**src/rtl/pll_rst_ctrl.sv**
```systemverilog
`default_nettype none
// ============================================================================
//  Module   : pll_rst_ctrl
//  Purpose  : PLL reset sequencer. Holds the PLL in reset, waits for lock,
//             qualifies lock stability, retries on timeout or lock bounce,
//             and reports ready / error / loss-of-lock.
//  Revision : 1.0  initial release
// ============================================================================
module pll_rst_ctrl #(
    parameter int unsigned RST_CYCLES    = 8,     // 1..65535
    parameter int unsigned LOCK_TIMEOUT  = 1000,  // 1..65535
    parameter int unsigned STABLE_CYCLES = 16,    // 1..65535
    parameter int unsigned MAX_RETRY     = 3      // 0..15
) (
    input  logic       clk,
    input  logic       rst,
    input  logic       start,
    input  logic       pll_locked,
    output logic       pll_rst,
    output logic       ready,
    output logic       error,
    output logic       lock_lost,
    output logic [3:0] retry_cnt
);

    typedef enum logic [2:0] {
        S_IDLE      = 3'd0,
        S_RESET     = 3'd1,
        S_WAIT_LOCK = 3'd2,
        S_STABLE    = 3'd3,
        S_RUN       = 3'd4,
        S_FAIL      = 3'd5
    } state_t;

    // Thresholds widened by one bit so "count + 1" never wraps in a compare.
    localparam logic [16:0] c_rst_len   = 17'(RST_CYCLES);
    localparam logic [16:0] c_lock_to   = 17'(LOCK_TIMEOUT);
    localparam logic [16:0] c_stable    = 17'(STABLE_CYCLES);
    localparam logic [3:0]  c_max_retry = 4'(MAX_RETRY);

    state_t      r_state;
    logic [15:0] r_cnt;        // shared per-state counter: reset / timeout / stable
    logic [3:0]  r_retry;
    logic        r_pll_rst;
    logic        r_ready;
    logic        r_error;
    logic        r_lock_lost;

    state_t      w_state_nxt;
    logic [15:0] w_cnt_nxt;
    logic [3:0]  w_retry_nxt;
    logic        w_lost_nxt;
    logic [16:0] w_cnt_inc;    // count including the sample taken at this edge
    logic [15:0] w_cnt_sat;    // saturating increment of r_cnt
    logic        w_retry_done; // retry budget already used up

    assign w_cnt_inc    = {1'b0, r_cnt} + 17'd1;
    assign w_cnt_sat    = (r_cnt == 16'hFFFF) ? r_cnt : (r_cnt + 16'd1);
    assign w_retry_done = (r_retry == c_max_retry);

    // Next-state, counter and retry decisions for the sequencer.
    always_comb begin
        w_state_nxt = r_state;
        w_cnt_nxt   = r_cnt;
        w_retry_nxt = r_retry;
        w_lost_nxt  = 1'b0;
        case (r_state)
            S_IDLE: begin
                if (start) begin
                    w_state_nxt = S_RESET;
                    w_cnt_nxt   = 16'd0;
                end
            end
            S_RESET: begin
                // r_cnt counts completed reset cycles; leave after the last one.
                if (w_cnt_inc >= c_rst_len) begin
                    w_state_nxt = S_WAIT_LOCK;
                    w_cnt_nxt   = 16'd0;
                end else begin
                    w_cnt_nxt = w_cnt_sat;
                end
            end
            S_WAIT_LOCK: begin
                if (pll_locked) begin
                    // The sample that moves us to STABLE is the first good one.
                    w_state_nxt = S_STABLE;
                    w_cnt_nxt   = 16'd1;
                end else if (w_cnt_inc >= c_lock_to) begin
                    w_cnt_nxt = 16'd0;
                    if (w_retry_done) begin
                        w_state_nxt = S_FAIL;
                    end else begin
                        w_state_nxt = S_RESET;
                        w_retry_nxt = r_retry + 4'd1;
                    end
                end else begin
                    w_cnt_nxt = w_cnt_sat;
                end
            end
            S_STABLE: begin
                if (pll_locked) begin
                    if (w_cnt_inc >= c_stable) begin
                        w_state_nxt = S_RUN;
                        w_cnt_nxt   = 16'd0;
                        w_retry_nxt = 4'd0;
                    end else begin
                        w_cnt_nxt = w_cnt_sat;
                    end
                end else begin
                    w_cnt_nxt = 16'd0;
                    if (w_retry_done) begin
                        w_state_nxt = S_FAIL;
                    end else begin
                        w_state_nxt = S_RESET;
                        w_retry_nxt = r_retry + 4'd1;
                    end
                end
            end
            S_RUN: begin
                // Loss of lock after a good run always earns one fresh attempt.
                if (!pll_locked) begin
                    w_state_nxt = S_RESET;
                    w_cnt_nxt   = 16'd0;
                    w_retry_nxt = 4'd1;
                    w_lost_nxt  = 1'b1;
                end
            end
            S_FAIL: begin
                if (start) begin
                    w_state_nxt = S_RESET;
                    w_cnt_nxt   = 16'd0;
                    w_retry_nxt = 4'd0;
                end
            end
            default: begin
                w_state_nxt = S_IDLE;
                w_cnt_nxt   = 16'd0;
                w_retry_nxt = 4'd0;
            end
        endcase
    end

    // State, counter and retry registers.
    always_ff @(posedge clk) begin
        if (rst) begin
            r_state <= S_IDLE;
            r_cnt   <= 16'd0;
            r_retry <= 4'd0;
        end else begin
            r_state <= w_state_nxt;
            r_cnt   <= w_cnt_nxt;
            r_retry <= w_retry_nxt;
        end
    end

    // Output registers: decoded from the next state so they track r_state exactly.
    always_ff @(posedge clk) begin
        if (rst) begin
            r_pll_rst   <= 1'b1;
            r_ready     <= 1'b0;
            r_error     <= 1'b0;
            r_lock_lost <= 1'b0;
        end else begin
            r_pll_rst   <= (w_state_nxt == S_IDLE) || (w_state_nxt == S_RESET) ||
                           (w_state_nxt == S_FAIL);
            r_ready     <= (w_state_nxt == S_RUN);
            r_error     <= (w_state_nxt == S_FAIL);
            r_lock_lost <= w_lost_nxt;
        end
    end

    assign pll_rst   = r_pll_rst;
    assign ready     = r_ready;
    assign error     = r_error;
    assign lock_lost = r_lock_lost;
    assign retry_cnt = r_retry;

endmodule
`default_nettype wire

```
**config.mk**
```make
export PLATFORM = sky130hd
export DESIGN_NAME = pll_rst_ctrl
export DESIGN_NICKNAME = d
export VERILOG_FILES = /design/src/rtl/pll_rst_ctrl.sv
export SDC_FILE = /design/constraint.sdc
export NUM_CORES = 1
export LEC_CHECK = 0
export CAP_MARGIN = 40
export CORE_UTILIZATION = 45
export CTS_CLUSTER_DIAMETER = 100
export CTS_CLUSTER_SIZE = 25
export DETAILED_ROUTE_END_ITERATION = 12
export MAX_ROUTING_LAYER = met4
export PLACE_DENSITY = 0.66
export SYNTH_ARGS = -nofsm -noshare
export SYNTH_HDL_FRONTEND = slang
export SYNTH_SLANG_ARGS = --single-unit
```
**constraint.sdc**
```tcl
create_clock -name clk -period 5.35 [get_ports clk]
set_input_delay 0.535 -clock clk [delete_from_list [all_inputs] [get_ports clk]]
set_output_delay 0.535 -clock clk [all_outputs]
set_load 0.05 [all_outputs]
```
==> results.md, run 1 <==
* Internal cell power at 270 uW
* LEAKAGE at 0.696 nW
* Worst Skew at 0.00510 ns
* Root Buffer: clkbuf_8
* Combinational power share at 0.098
* Clock power frac at 0.336
* Fmax at 0.316 GHz
* Sw Share at 0.260
* First-pass GRT wire length at 7820 um
* RSZ-0062 raised after global routing: false
* # setup viols final at 0
* Flop pwr share at 0.566
* Final Critical Period at 3.16 ns
* Avg Cell Area, Syn at 8.10 um2
* Crit Path Category: flop to flop
* Sequential fraction of the synthesis area at 0.285
* Post-DP HPWL at 3220 um
* Number of diodes at 0
* Commonest non-fill, non-tap cell in the layout: dfxtp_1
* Via count at 1,762
* Post-route clock period utilization at 0.591
* Final wirelength at 4450 um
* Layout Nets at 242
* Worst rel slew slack at 0.404
* GRT Util Overall at 0.234
* Final std cells w/o fill at 284
* Cell area after synthesis at 1900 um2
* Vias in the first global route at 1,616
* Mapped Nets at 241
* DR iter-0 viols at 145
* WL/cell at 15.7 um
* Final RePlAce weighted congestion at 0.968
* Nature of the critical path endpoint: flop
* DR DRC count at 0
* Cts repair resizes at 0
* Total grt overflow at 0
* Std-Cell Core Area at 4030 um2
* Largest net degree at the start of global routing at 20
* Boundary pin count at 12
* Area delta synth->final at 6.53%
* EDFF count, synth at 0
* Post-CTS Setup Inserts at 0
* FP Rows at 23
* Crit path max fanout at 10
* Outcome: finished clean
* Max-slew violation count at 0
* Buffers on Ports at 11
* TritonRoute pass-1 iters at 4
* Arr. time, crit path at 3.37 ns
* Inst Count DP at 280
* CTS tree: done
* Net Switching at 94.7 uW
* Die H at 66.9 um
* Startpoint class of the critical path: flop
* Vias/cell at 6.20
* Flops & latches, synth at 27
* Mapped Cells at 234
* Initial antenna violation count at 0
* Layout cell share with drive strength beyond 1 at 0.0983
* Clock Tree Buf Depth at 2
* Async SR Flop Fraction at 0
* HP Class: flop to flop
* Total CTS buffers at 3
* Worst Max-Slew Pin Slew at 0.887 ns
* Most frequent cells in the layout: dfxtp_1 (27), nand2_1 (18), nor2_1 (16)
* Starting density of the core at 0.470
* Ys flop type: dfxtp_1
* Final setup TNS at 0 ns
* Hold Fails Final Rpt at 0
* Yosys warns at 0
* Final ANT Viol Nets at 0
* H-tree depth at 1
* Cts hold-fix bufs at 0
* Clock transition at the registers of the reported paths at 0.10 ns
* Total clock sinks at 27
* Latest clock arrival within the worst-skew pair at 0.28 ns
* Power density over the cells at 181 nW/um2
* Post-synthesis cell type count at 69
* Fillers at 400
* Full die area at 4480 um2
* Die width at 66.9 um
* VDD IR max at 0.000109 V
* Worst Hold Slack at 0.494 ns
* CP required at 5.56 ns
* Max Cap Viol at 0
[Yosys cell counts (all sizes together), types with 6 or more instances]
cell type	instances	area [um2]
dfxtp	27	541
and2	8	50.1
nor3	9	50.1
inv	9	33.8
nand3	14	75.1
xnor2	7	68.8
nor4	6	43.8
a21oi	15	78.8
nand2	18	67.6
buf	13	92.6
nor2	16	60.1
o21ai	11	58.8
[per-stage QoR]
stage          power [mW]  instance area, um2   util  worst slack [ns]
3_5_place_dp        0.246                1970  0.489              2.25
4_1_cts             0.372                2020  0.501              2.23
5_1_grt             0.383                2020  0.501              1.82
3_3_place_gp        0.246                1960  0.488              2.28
6_report            0.365                2020  0.501              2.19
2_1_floorplan       0.238                1900      -              2.75
[cells by family after synthesis]
group                    synth area share
adder cells (fa/ha/maj)            0.0198
flip-flops                          0.285
XOR/XNOR                           0.0409
buffers and inverters              0.0726
AND/OR/NAND/NOR                     0.303
multiplexers                       0.0112
AO/OA/AOI/OAI                       0.267
[final timing paths]
check,start,to,slack (ns),cells after the start
setup reg to reg,r_cnt[0],r_cnt[1],2.19,9
hold / removal,r_cnt[14],r_cnt[14],0.49,1
hold reg to reg,r_cnt[14],r_cnt[14],0.49,1
setup / recovery,r_cnt[0],r_cnt[1],2.19,9
[critical path: stages, from the launching register on]
cell and delay [ns]:
dfxtp_1 0.54, ha_1 0.41, and3_1 0.33, xnor2_2 0.14, nand3_2 0.10, a2111oi_4 0.56, nand3_1 0.28, a21oi_2 0.27
o21ai_1 0.24, o21ai_1 0.21
[per-layer routing]
layer | track usage | up-vias | share of wire | routed length [um]
met1 | 0.333 | 822 | 0.48 | 2150
li1 | - | 878 | - | -
met3 | 0.0205 | 4 | 0.053 | 234
met4 | 0.0612 | 0 | 0.0076 | 34
met2 | 0.350 | 58 | 0.46 | 2030
met5 | - | - | 0 | 0
[flip-flops by register name (all words and copies together) (netlist names)]
name	count
r_cnt	16
retry_cnt	4
r_state	3
error	1
lock_lost	1
pll_rst	1
ready	1
[layout make-up]
| class | instances | area, um2 | area share |
|---|---|---|---|
| repair buffers | 12 | 115 | 0.0570 |
| flip-flops and latches | 27 | 541 | 0.268 |
| clock inverters | 1 | 8.76 | 0.00434 |
| multi-input cells | 182 | 1220 | 0.603 |
| well taps | 50 | 62.6 | 0.0310 |
| clock buffers | 3 | 41.3 | 0.0204 |
| inverters | 9 | 33.8 | 0.0167 |
[power by group through the flow]
stage	clock, mW	combinational [mW]	sequential (mW)
floorplan	0	0.0300	0.208
global placement	0	0.0350	0.211
detailed placement	0	0.0350	0.211
CTS	0.130	0.0353	0.206
global route	0.136	0.0401	0.207
finish	0.123	0.0359	0.207
No activity file was read; power rests on OpenSTA's default activity.
==> run 2: changes to the inputs <==
Clock period 5.35 ns to 3.2 ns, I/O delays scaled along.
==> results.md, run 2 (synthesis results as in run 1) <==
* Layout cell share with drive strength beyond 1 at 0.132
* Nature of the critical path endpoint: flop
* Startpoint class of the critical path: flop
* Area delta synth->final at 10.2%
* Buffers on Ports at 11
* Std-Cell Core Area at 4030 um2
* DR DRC count at 0
* Crit path max fanout at 10
* R2R depth at 9
* Clock transition at the registers of the reported paths at 0.10 ns
* Vias/cell at 6.13
* TritonRoute pass-1 iters at 5
* Inst Count DP at 289
* Cts hold-fix bufs at 0
* Clock Tree Buf Depth at 2
* Latest clock arrival within the worst-skew pair at 0.28 ns
* Worst Skew at 0.00894 ns
* LEAKAGE at 0.736 nW
* Via count at 1,795
* Root Buffer: clkbuf_8
* Vias in the first global route at 1,650
* Final setup TNS at 0 ns
* RR Startpoint: r_cnt[0]
* R2R Path End: r_cnt[8]
* Fmax at 0.342 GHz
* Crit Path Category: flop to flop
* Total clock sinks at 27
* Power density over the cells at 292 nW/um2
* Worst Max-Slew Pin Slew at 0.757 ns
* Post-CTS Setup Inserts at 0
* Final wirelength at 4550 um
* Max Used Layer: met4
* VDD IR max at 0.000168 V
* CP required at 3.39 ns
* Final Critical Period at 2.92 ns
* Total power at 609 uW
* Met2 routed WL at 2080 um
* DR iter-0 viols at 148
* Die width at 66.9 um
* GRT Util Overall at 0.238
* Cts repair resizes at 0
* Full die area at 4480 um2
* Starting density of the core at 0.470
* Fillers at 395
* # setup viols final at 0
* Max Cap Viol at 0
* Total CTS buffers at 3
* Flop2flop setup slack at 0.28 ns
* Final ANT Viol Nets at 0
* Endpoint with the worst hold slack: r_cnt[15]
* Boundary pin count at 12
* Largest Register: r_cnt
* Worst rel slew slack at 0.492
* Final RePlAce weighted congestion at 0.879
* FP Rows at 23
* Worst Hold Slack at 0.490 ns
* Total grt overflow at 0
* Hold Fails Final Rpt at 0
* Max-slew violation count at 0
* DR WL met3 at 233 um
* Post-route clock period utilization at 0.913
* CTS tree: done
* Commonest non-fill, non-tap cell in the layout: dfxtp_1
* Hold Crit Depth at 1
* Post-DP HPWL at 3330 um
* Initial antenna violation count at 0
* RSZ-0062 raised after global routing: false
* Arr. time, crit path at 3.11 ns
* Largest net degree at the start of global routing at 19
* H-tree depth at 1
* WL/cell at 15.5 um
* Layout Nets at 251
* HP Start: r_cnt[15]
* Met1 wire length at 2150 um
* Final std cells w/o fill at 293
* HP Class: flop to flop
* Number of diodes at 0
* Most frequent cells in the layout: dfxtp_1 (27), nand2_1 (18), nor2_1 (16)
* First-pass GRT wire length at 7930 um
* Outcome: finished clean
* Die H at 66.9 um
* Largest register FFs at 16
[run 2: worst max path at each step]
stage	startpoint	endpoint	slack (ns)	depth (start not counted)
2_1_floorplan	r_cnt[1]	r_cnt[3]	0.60	11
6_report	r_cnt[0]	r_cnt[8]	0.28	9
4_1_cts	r_cnt[0]	pll_rst	0.25	9
3_3_place_gp	r_cnt[5]	pll_rst	0.32	8
5_1_grt	r_cnt[0]	r_cnt[5]	0.05	9
3_5_place_dp	r_cnt[0]	pll_rst	0.29	9
[run 2: final cells by class]
| class | count | area, um2 | area share |
|---|---|---|---|
| Inverter | 9 | 33.8 | 0.0162 |
| Timing Repair Buffer | 21 | 185 | 0.0887 |
| Clock inverter | 1 | 7.51 | 0.00359 |
| Tap cell | 50 | 62.6 | 0.0300 |
| Multi-Input combinational cell | 182 | 1220 | 0.583 |
| Sequential cell | 27 | 541 | 0.259 |
| Clock buffer | 3 | 41.3 | 0.0198 |
[run 2: stage by stage]
step	setup slack [ns]	cell area [um2]	utilization
after floorplan	0.598	1900	-
after global placement	0.320	2040	0.506
final	0.279	2090	0.518
after CTS	0.254	2090	0.518
after detailed placement	0.290	2040	0.506
after global routing	0.0455	2090	0.518
[run 2: critical path: stages (launching register included)]
cell,delay [ns]
dfxtp_1,0.56
ha_1,0.25
and3_1,0.29
xnor2_2,0.15
nand3_2,0.12
a2111oi_4,0.49
and4_1,0.46
or2_2,0.22
a31oi_1,0.06
o32ai_1,0.23
[run 2: where the power goes]
part / leakage [nW] / internal [mW] / switching (mW)
sequential: 0.218 / 0.338 / 0.00723
clock: 0.0217 / 0.0885 / 0.113
combinational: 0.496 / 0.0236 / 0.0386
total: 0.736 / 0.450 / 0.159
[run 2: per-layer routing]
metal / vias up / GRT usage
met5: - / -
met4: 0 / 0.0718
met3: 12 / 0.0325
met2: 63 / 0.370
met1: 826 / 0.317
li1: 894 / -
==> run 3: changes to the inputs <==
Settings changed: SLEW_MARGIN set to 0.
==> results of run 3 <==
No change in the layout: final DEF, timing and power equal those of run 2.
